**src/rtl/request_panel_if.sv**
```systemverilog
// Button/arrival inputs and command/status outputs of the request panel.
// The panel side uses the master modport; the controller/button-matrix side uses slave.
interface request_panel_if #(
    parameter int FLOORS = 8
);
    logic [FLOORS-1:0] callBtn;
    logic [FLOORS-1:0] cancelBtn;
    logic              ctrlBusy;
    logic              arriveValid;
    logic [3:0]        arriveFloor;
    logic [1:0]        mode;
    logic [3:0]        request;
    logic [FLOORS-1:0] pendingLeds;
    logic [3:0]        poolCount;
    logic              poolFull;
    logic              dropPulse;

    modport master (
        input  callBtn, cancelBtn, ctrlBusy, arriveValid, arriveFloor,
        output mode, request, pendingLeds, poolCount, poolFull, dropPulse
    );

    modport slave (
        output callBtn, cancelBtn, ctrlBusy, arriveValid, arriveFloor,
        input  mode, request, pendingLeds, poolCount, poolFull, dropPulse
    );
endinterface

```
**src/rtl/request_panel.sv**
```systemverilog
// Call/cancel entry panel issuing one-cycle add/delete commands to the dual-car controller.
// Defining REQUEST_PANEL_DEBOUNCE_EN inserts a 3-sample stability filter on every button.
module request_panel #(
    parameter int FLOORS     = 8,
    parameter int POOL_DEPTH = 8
) (
    input  logic            CLK,
    input  logic            RST_N,
    request_panel_if.master bus
);
    typedef enum logic [1:0] {IDLE, ISSUE, GAP} state_t;

    localparam logic [1:0] MODE_ADD = 2'b00;
    localparam logic [1:0] MODE_DEL = 2'b10;
    localparam logic [1:0] MODE_RUN = 2'b11;
    localparam logic [3:0] POOL_MAX = 4'(POOL_DEPTH);

    state_t            state, state_next;
    logic [FLOORS-1:0] call_lvl, cancel_lvl, call_q, cancel_q;
    logic [FLOORS-1:0] call_edge, cancel_edge;
    logic [FLOORS-1:0] add_pend, del_pend, reg_set;
    logic [FLOORS-1:0] add_n, del_n, reg_n;
    logic [3:0]        pool_cnt, cnt_n;
    logic [1:0]        mode_r, mode_n;
    logic [3:0]        request_r, request_n;
    logic [FLOORS-1:0] leds_r;
    logic              full_r, drop_r, drop_n;
    logic              arr_hit;
    logic [3:0]        arr_idx;
    logic [FLOORS-1:0] arr_mask, del_avail;
    logic              sel_del, sel_add, go, go_add;
    logic [3:0]        sel_idx;

`ifdef REQUEST_PANEL_DEBOUNCE_EN
    logic [1:0]        call_cnt   [FLOORS];
    logic [1:0]        cancel_cnt [FLOORS];
    logic [FLOORS-1:0] call_filt, cancel_filt;

    // The filtered level follows the raw level only after three consecutive differing samples.
    always_ff @(posedge CLK) begin
        if (!RST_N) begin
            call_filt   <= '0;
            cancel_filt <= '0;
            for (int f = 0; f < FLOORS; f++) begin
                call_cnt[f]   <= 2'd0;
                cancel_cnt[f] <= 2'd0;
            end
        end else begin
            for (int f = 0; f < FLOORS; f++) begin
                if (bus.callBtn[f] == call_filt[f]) begin
                    call_cnt[f] <= 2'd0;
                end else if (call_cnt[f] == 2'd2) begin
                    call_filt[f] <= bus.callBtn[f];
                    call_cnt[f]  <= 2'd0;
                end else begin
                    call_cnt[f] <= call_cnt[f] + 2'd1;
                end
                if (bus.cancelBtn[f] == cancel_filt[f]) begin
                    cancel_cnt[f] <= 2'd0;
                end else if (cancel_cnt[f] == 2'd2) begin
                    cancel_filt[f] <= bus.cancelBtn[f];
                    cancel_cnt[f]  <= 2'd0;
                end else begin
                    cancel_cnt[f] <= cancel_cnt[f] + 2'd1;
                end
            end
        end
    end

    assign call_lvl   = call_filt;
    assign cancel_lvl = cancel_filt;
`else
    assign call_lvl   = bus.callBtn;
    assign cancel_lvl = bus.cancelBtn;
`endif

    assign call_edge   = call_lvl & ~call_q;
    assign cancel_edge = cancel_lvl & ~cancel_q;

    assign arr_hit = bus.arriveValid && (bus.arriveFloor != 4'd0) &&
                     (int'(bus.arriveFloor) <= FLOORS);
    assign arr_idx = bus.arriveFloor - 4'd1;

    always_comb begin
        arr_mask = '0;
        for (int f = 0; f < FLOORS; f++) begin
            arr_mask[f] = arr_hit && (arr_idx == 4'(f));
        end
    end

    // A delete whose floor is being served this cycle is moot, so it is not offered for issue.
    assign del_avail = del_pend & ~arr_mask;

    always_comb begin
        sel_del = 1'b0;
        sel_add = 1'b0;
        sel_idx = 4'd0;
        for (int f = FLOORS - 1; f >= 0; f--) begin
            if (add_pend[f]) begin
                sel_add = 1'b1;
                sel_idx = 4'(f);
            end
        end
        for (int f = FLOORS - 1; f >= 0; f--) begin
            if (del_avail[f]) begin
                sel_del = 1'b1;
                sel_idx = 4'(f);
            end
        end
        if (sel_del) begin
            sel_add = 1'b0;
        end
    end

    assign go     = (state == IDLE) && !bus.ctrlBusy && (sel_del || sel_add);
    assign go_add = go && sel_add;

    // Applied in order: arrivals, button edges, then the command, so the command has the last word.
    always_comb begin
        state_next = state;
        add_n      = add_pend;
        del_n      = del_pend;
        reg_n      = reg_set;
        cnt_n      = pool_cnt;
        mode_n     = MODE_RUN;
        request_n  = 4'd0;
        drop_n     = 1'b0;

        for (int f = 0; f < FLOORS; f++) begin
            if (arr_mask[f]) begin
                if (reg_set[f]) begin
                    cnt_n = cnt_n - 4'd1;
                end
                reg_n[f] = 1'b0;
                del_n[f] = 1'b0;
            end
        end

        for (int f = 0; f < FLOORS; f++) begin
            if (cancel_edge[f]) begin
                if (add_pend[f] && !(go_add && sel_idx == 4'(f))) begin
                    add_n[f] = 1'b0;
                end else if (reg_n[f] || add_pend[f]) begin
                    del_n[f] = 1'b1;
                end
            end else if (call_edge[f] && !add_pend[f] && !reg_set[f] && !del_pend[f]) begin
                add_n[f] = 1'b1;
            end
        end

        case (state)
            IDLE: begin
                if (go) begin
                    state_next = ISSUE;
                    for (int f = 0; f < FLOORS; f++) begin
                        if (sel_idx == 4'(f)) begin
                            if (sel_del) begin
                                if (reg_n[f]) begin
                                    cnt_n = cnt_n - 4'd1;
                                end
                                del_n[f]  = 1'b0;
                                reg_n[f]  = 1'b0;
                                mode_n    = MODE_DEL;
                                request_n = 4'(f + 1);
                            end else if (cnt_n < POOL_MAX) begin
                                add_n[f]  = 1'b0;
                                reg_n[f]  = 1'b1;
                                cnt_n     = cnt_n + 4'd1;
                                mode_n    = MODE_ADD;
                                request_n = 4'(f + 1);
                            end else begin
                                add_n[f] = 1'b0;
                                drop_n   = 1'b1;
                            end
                        end
                    end
                end
            end
            ISSUE:   state_next = GAP;
            GAP:     state_next = IDLE;
            default: state_next = IDLE;
        endcase
    end

    always_ff @(posedge CLK) begin
        if (!RST_N) begin
            state     <= IDLE;
            call_q    <= '0;
            cancel_q  <= '0;
            add_pend  <= '0;
            del_pend  <= '0;
            reg_set   <= '0;
            pool_cnt  <= 4'd0;
            mode_r    <= MODE_RUN;
            request_r <= 4'd0;
            leds_r    <= '0;
            full_r    <= 1'b0;
            drop_r    <= 1'b0;
        end else begin
            state     <= state_next;
            call_q    <= call_lvl;
            cancel_q  <= cancel_lvl;
            add_pend  <= add_n;
            del_pend  <= del_n;
            reg_set   <= reg_n;
            pool_cnt  <= cnt_n;
            mode_r    <= mode_n;
            request_r <= request_n;
            leds_r    <= add_n | reg_n;
            full_r    <= (cnt_n == POOL_MAX);
            drop_r    <= drop_n;
        end
    end

    assign bus.mode        = mode_r;
    assign bus.request     = request_r;
    assign bus.pendingLeds = leds_r;
    assign bus.poolCount   = pool_cnt;
    assign bus.poolFull    = full_r;
    assign bus.dropPulse   = drop_r;
endmodule

```
**src/flat_wrapper.sv**
```systemverilog
// flat-port wrapper written by rule: the top's interface ports become plain ports
module request_panel_flat 
#(
    parameter int FLOORS     = 8,
    parameter int POOL_DEPTH = 8
)
  (CLK, RST_N, bus_callBtn, bus_cancelBtn, bus_ctrlBusy, bus_arriveValid, bus_arriveFloor, bus_mode, bus_request, bus_pendingLeds, bus_poolCount, bus_poolFull, bus_dropPulse);
  request_panel_if #(.FLOORS(FLOORS)) bus_i ();
  input  logic CLK;
  input  logic RST_N;
  input wire logic [$bits(bus_i.callBtn)-1:0] bus_callBtn;
  input wire logic [$bits(bus_i.cancelBtn)-1:0] bus_cancelBtn;
  input wire logic [$bits(bus_i.ctrlBusy)-1:0] bus_ctrlBusy;
  input wire logic [$bits(bus_i.arriveValid)-1:0] bus_arriveValid;
  input wire logic [$bits(bus_i.arriveFloor)-1:0] bus_arriveFloor;
  output wire logic [$bits(bus_i.mode)-1:0] bus_mode;
  output wire logic [$bits(bus_i.request)-1:0] bus_request;
  output wire logic [$bits(bus_i.pendingLeds)-1:0] bus_pendingLeds;
  output wire logic [$bits(bus_i.poolCount)-1:0] bus_poolCount;
  output wire logic [$bits(bus_i.poolFull)-1:0] bus_poolFull;
  output wire logic [$bits(bus_i.dropPulse)-1:0] bus_dropPulse;
  assign bus_i.callBtn = bus_callBtn;
  assign bus_i.cancelBtn = bus_cancelBtn;
  assign bus_i.ctrlBusy = bus_ctrlBusy;
  assign bus_i.arriveValid = bus_arriveValid;
  assign bus_i.arriveFloor = bus_arriveFloor;
  assign bus_mode = bus_i.mode;
  assign bus_request = bus_i.request;
  assign bus_pendingLeds = bus_i.pendingLeds;
  assign bus_poolCount = bus_i.poolCount;
  assign bus_poolFull = bus_i.poolFull;
  assign bus_dropPulse = bus_i.dropPulse;
  request_panel #(.FLOORS(FLOORS), .POOL_DEPTH(POOL_DEPTH)) u_core (.CLK(CLK), .RST_N(RST_N), .bus(bus_i));
endmodule
```
**config.mk**
```make
export PLATFORM = sky130hd
export DESIGN_NAME = request_panel_flat
export DESIGN_NICKNAME = d
export VERILOG_FILES = /design/src/rtl/request_panel_if.sv /design/src/rtl/request_panel.sv /design/src/flat_wrapper.sv
export SDC_FILE = /design/constraint.sdc
export NUM_CORES = 1
export LEC_CHECK = 0
export BUFFER_PORTS_ARGS = -buffer_cell sky130_fd_sc_hd__buf_4
export CAP_MARGIN = 20
export CORE_ASPECT_RATIO = 0.7
export CORE_MARGIN = 2
export CORE_UTILIZATION = 45
export DETAILED_ROUTE_END_ITERATION = 10
export HOLD_SLACK_MARGIN = 0.1
export PLACE_DENSITY = 0.62
export SYNTH_ARGS = -nofsm -noshare
export SYNTH_HDL_FRONTEND = slang
export SYNTH_SLANG_ARGS = --single-unit
```
**constraint.sdc**
```tcl
create_clock -name CLK -period 15.3 [get_ports CLK]
set_input_delay 2.295 -clock CLK [delete_from_list [all_inputs] [get_ports CLK]]
set_output_delay 2.295 -clock CLK [all_outputs]
set_load 0.01 [all_outputs]
```
==> summary.md <==
| Metric | Value |
|---|---|
| Number of placement rows | `33` |
| Synth Instances | `686` |
| Number of max-slew violations in the final report | `0` |
| Violation count after the first detailed-routing iteration | `668` |
| Placed wire-length estimate | `13,500 microns` |
| Nature of the critical path endpoint | `register` |
| Post-detailed-route count of antenna-violating nets | `0` |
| Number of flip-flops and latches in the synthesized netlist | `62` |
| Global routing usage summed across all routing layers | `26.8%` |
| Sinks on Clock Net | `62` |
| TritonCTS clock tree | `built` |
| Cell Count Post-Placement | `866` |
| Worst Setup Path Type | `input port to register` |
| Total Power Consumption | `1.59 mW` |
| Total overflow reported by the global router | `0` |
| Slew at the pin with the worst max-slew slack | `0.916 ns` |
| Fraction of layout instances using a drive strength above 1 | `17.7%` |
| Maximum number of pins on one net before global-route repair | `41` |
| Delay of the slowest critical-path stage | `0.59 ns` |
| Count of unique library cells instantiated by Yosys | `100` |
| Path type of the worst min-delay path | `register to register` |
| Number of flops mapped to enable cells by yosys | `0` |
| Setup repair after global routing missed its margin | `no` |
| Sequential cell area | `0.00124 sq mm` |
| Status | `finished clean` |
| Y dimension of the die | `95.5 microns` |
| Leakage power summed over all cells | `2.36 nW` |
| Critical path arrival | `14.51 ns` |
| CTS HTree Levels | `3` |
| Number of buffers created by CTS | `9` |
| Fraction of the cycle the final worst path needs | `93.1%` |
| Insertion delay of the later-clocked pin in the worst-skew pair | `0.33 ns` |
| Largest voltage drop on the vdd net | `157 uV` |
| Yosys Warn Count | `0` |
| Required time of the critical path | `15.57 ns` |
| Number of max-cap violations | `0` |
| Antenna violations before repair | `0` |
| Shortest clock period the worst path allows after layout | `14.24 ns` |
| Wire length after detailed routing | `17,500 microns` |
| Fin area | `0.00619 sq mm` |
| Core Box Area | `0.0117 sq mm` |
| Number of hold buffers added after cts | `0` |
| Final setup vio count | `0` |
| Fmax | `70.2 MHz` |
| Count of antenna diodes in the layout | `0` |
| Syn avg cell area | `7.85 sq um` |
| Main flop type after synthesis | `dfxtp_1` |
| Clock-pin slew on the worst setup and hold paths | `0.06 ns` |
| Number of vias after detailed routing | `5,651` |
| Proportion of register bits with asynchronous set or reset after synthesis | `0%` |
| Vias per std cell | `6.39` |
| Netlist Area Pre-Place | `0.00539 sq mm` |
| Sequential-to-total area share from yosys stat | `23.0%` |
| PwrDens | `257 mW/mm^2` |
| Number of hold violations in the final report | `0` |
| Cell at the root of the clock tree | `clkbuf_16` |
| Number of nets in the synthesized netlist | `727` |
| Combined area of the multi-input logic cells | `0.00396 sq mm` |
| Fill cells | `1,125` |
| Floorplan die area | `0.0129 sq mm` |
| Slowest cell on the critical path | `or3b_1` |
| Sum of negative setup slack | `0 ns` |
| DRC | `0` |
| Largest buffer count on any clock path | `2` |
| Vias in the first global route | `5,028` |
| Overall die width | `135 microns` |
| Area growth, synth to finish | `14.9%` |
| Worst clock skew on the final layout | `0.00690 ns` |
| Routability Congestion | `0.959` |
| Buffers added on ports | `43` |
| Number of primary I/O pins | `44` |
| Initial Util | `46.1%` |
| Peak fanout along the critical path | `16` |
| First drt pass iteration count | `6` |
| Startpoint Class | `input port` |
| Dominant cell type by count on the critical path | `ha_1` |
| Average detailed-routed wire length per instance | `19.8 microns` |
| Count of placed standard cells in the final layout, fillers left out | `885` |
| Max-slew headroom at the worst pin | `38.5%` |
| # nets final | `764` |
| Tightest hold margin | `0.530 ns` |
| Total placed instance area | `0.00583 sq mm` |
| First-pass GRT wire length | `26,900 microns` |
## sequential cells by signal, indices dropped and copies added (netlist names)
signal	count
u_core.add_pend	8
u_core.reg_set	8
u_core.bus.poolCount	4
u_core.call_q	8
u_core.bus.pendingLeds	8
u_core.bus.mode	2
u_core.bus.dropPulse	1
u_core.bus.request	4
u_core.state	2
u_core.del_pend	8
u_core.bus.poolFull	1
u_core.cancel_q	8
## where the power goes
part	switching, mW	internal [mW]	total [mW]
Combinational	0.742	0.441	1.18
Clock	0.0753	0.131	0.207
Sequential	0.0186	0.183	0.201
Total	0.836	0.754	1.59
## repair_timing
| item | in CTS | in global routing |
|---|---|---|
| hold endpoints to repair | 0 | 0 |
| endpoints found under the setup margin | 0 | 3 |
| setup buffers | 0 | 3 |
| resized for setup | 0 | 4 |
## placed cells by master (no fill, tap or decap), drive strengths merged, types with 9 or more instances in the layout
cell,count
nand2,52
and2,27
nor3,21
a21oi,48
nor4,9
nor2,70
or3,10
nand3b,9
or2,16
nand2b,9
clkbuf,10
ha,17
mux2i,11
o21ai,49
buf,51
nor4b,11
nand3,25
dfxtp,62
a211oi,16
inv,27
xnor2,13
o221ai,10
o211ai,10
## cell type report
class | count | area share (%)
multi-input combinational | 573 | 64.0
sequential | 62 | 20.1
inverter | 26 | 1.58
timing repair buffer | 51 | 6.19
clock inverter | 6 | 1.11
clock buffer | 10 | 3.86
tap | 157 | 3.17
## worst max-delay path, delay by kind of cell
| kind | cells | cell delay, ns |
|---|---|---|
| compound gates | 24 | 4.53 |
| fa+ha+maj | 12 | 3.80 |
| simple gates | 15 | 2.50 |
| mux | 3 | 0.83 |
| xor+xnor | 1 | 0.36 |
| buf+inv | 2 | 0.20 |
## cell families (layout without fill, tap and decap cells)
group / Yosys count / after routing / share of synthesized area (%)
fa+ha+maj: 17 / 17 / 3.95
compound gates: 216 / 216 / 29.4
simple gates: 304 / 304 / 31.6
xor+xnor: 22 / 22 / 5.16
mux: 14 / 14 / 2.74
buf+inv: 51 / 93 / 4.04
flops: 62 / 62 / 23.0
## per-stage QoR
stage | setup slack [ns] | util [%]
floorplan | 2.27 | -
global placement | 1.04 | 49.9
detailed placement | 0.613 | 49.9
CTS | 0.906 | 52.6
global route | 0.101 | 53.0
finish | 1.06 | 53.0
## per-layer routing
layer  routed length [microns]  track usage [%]  vias to the layer above
met2                      7310             39.4                      294
li1                          -                -                     2664
met4                       277             6.84                        0
met5                         0                0                        -
met1                      8330             39.4                     2664
met3                      1600             5.58                       29
## synth_stat cells (13+ instances only)
cell type	instances	share of area [%]
a21oi_1	47	4.4
and2_1	25	2.9
dfxtp_1	62	23
ha_1	17	3.9
inv_1	21	1.5
nand2_1	52	3.6
nand3_1	25	2.3
nor2_1	67	4.7
nor3_1	20	1.9
o21ai_0	36	3.3
or2_2	13	1.5
## worst paths after layout
check	start	end	slack [ns]	cells after the start
setup / recovery	bus_arriveFloor[2]	u_core.bus.poolCount[1]$_SDFF_PN0_	1.06	57
hold reg to reg	u_core.cancel_q[7]$_SDFF_PN0_	u_core.del_pend[7]$_SDFF_PN0_	0.53	2
hold / removal	u_core.cancel_q[7]$_SDFF_PN0_	u_core.del_pend[7]$_SDFF_PN0_	0.53	2
setup reg to reg	u_core.bus.poolCount[0]$_SDFF_PN0_	u_core.bus.poolCount[1]$_SDFF_PN0_	2.89	57
No activity file was read; power rests on OpenSTA's default activity.
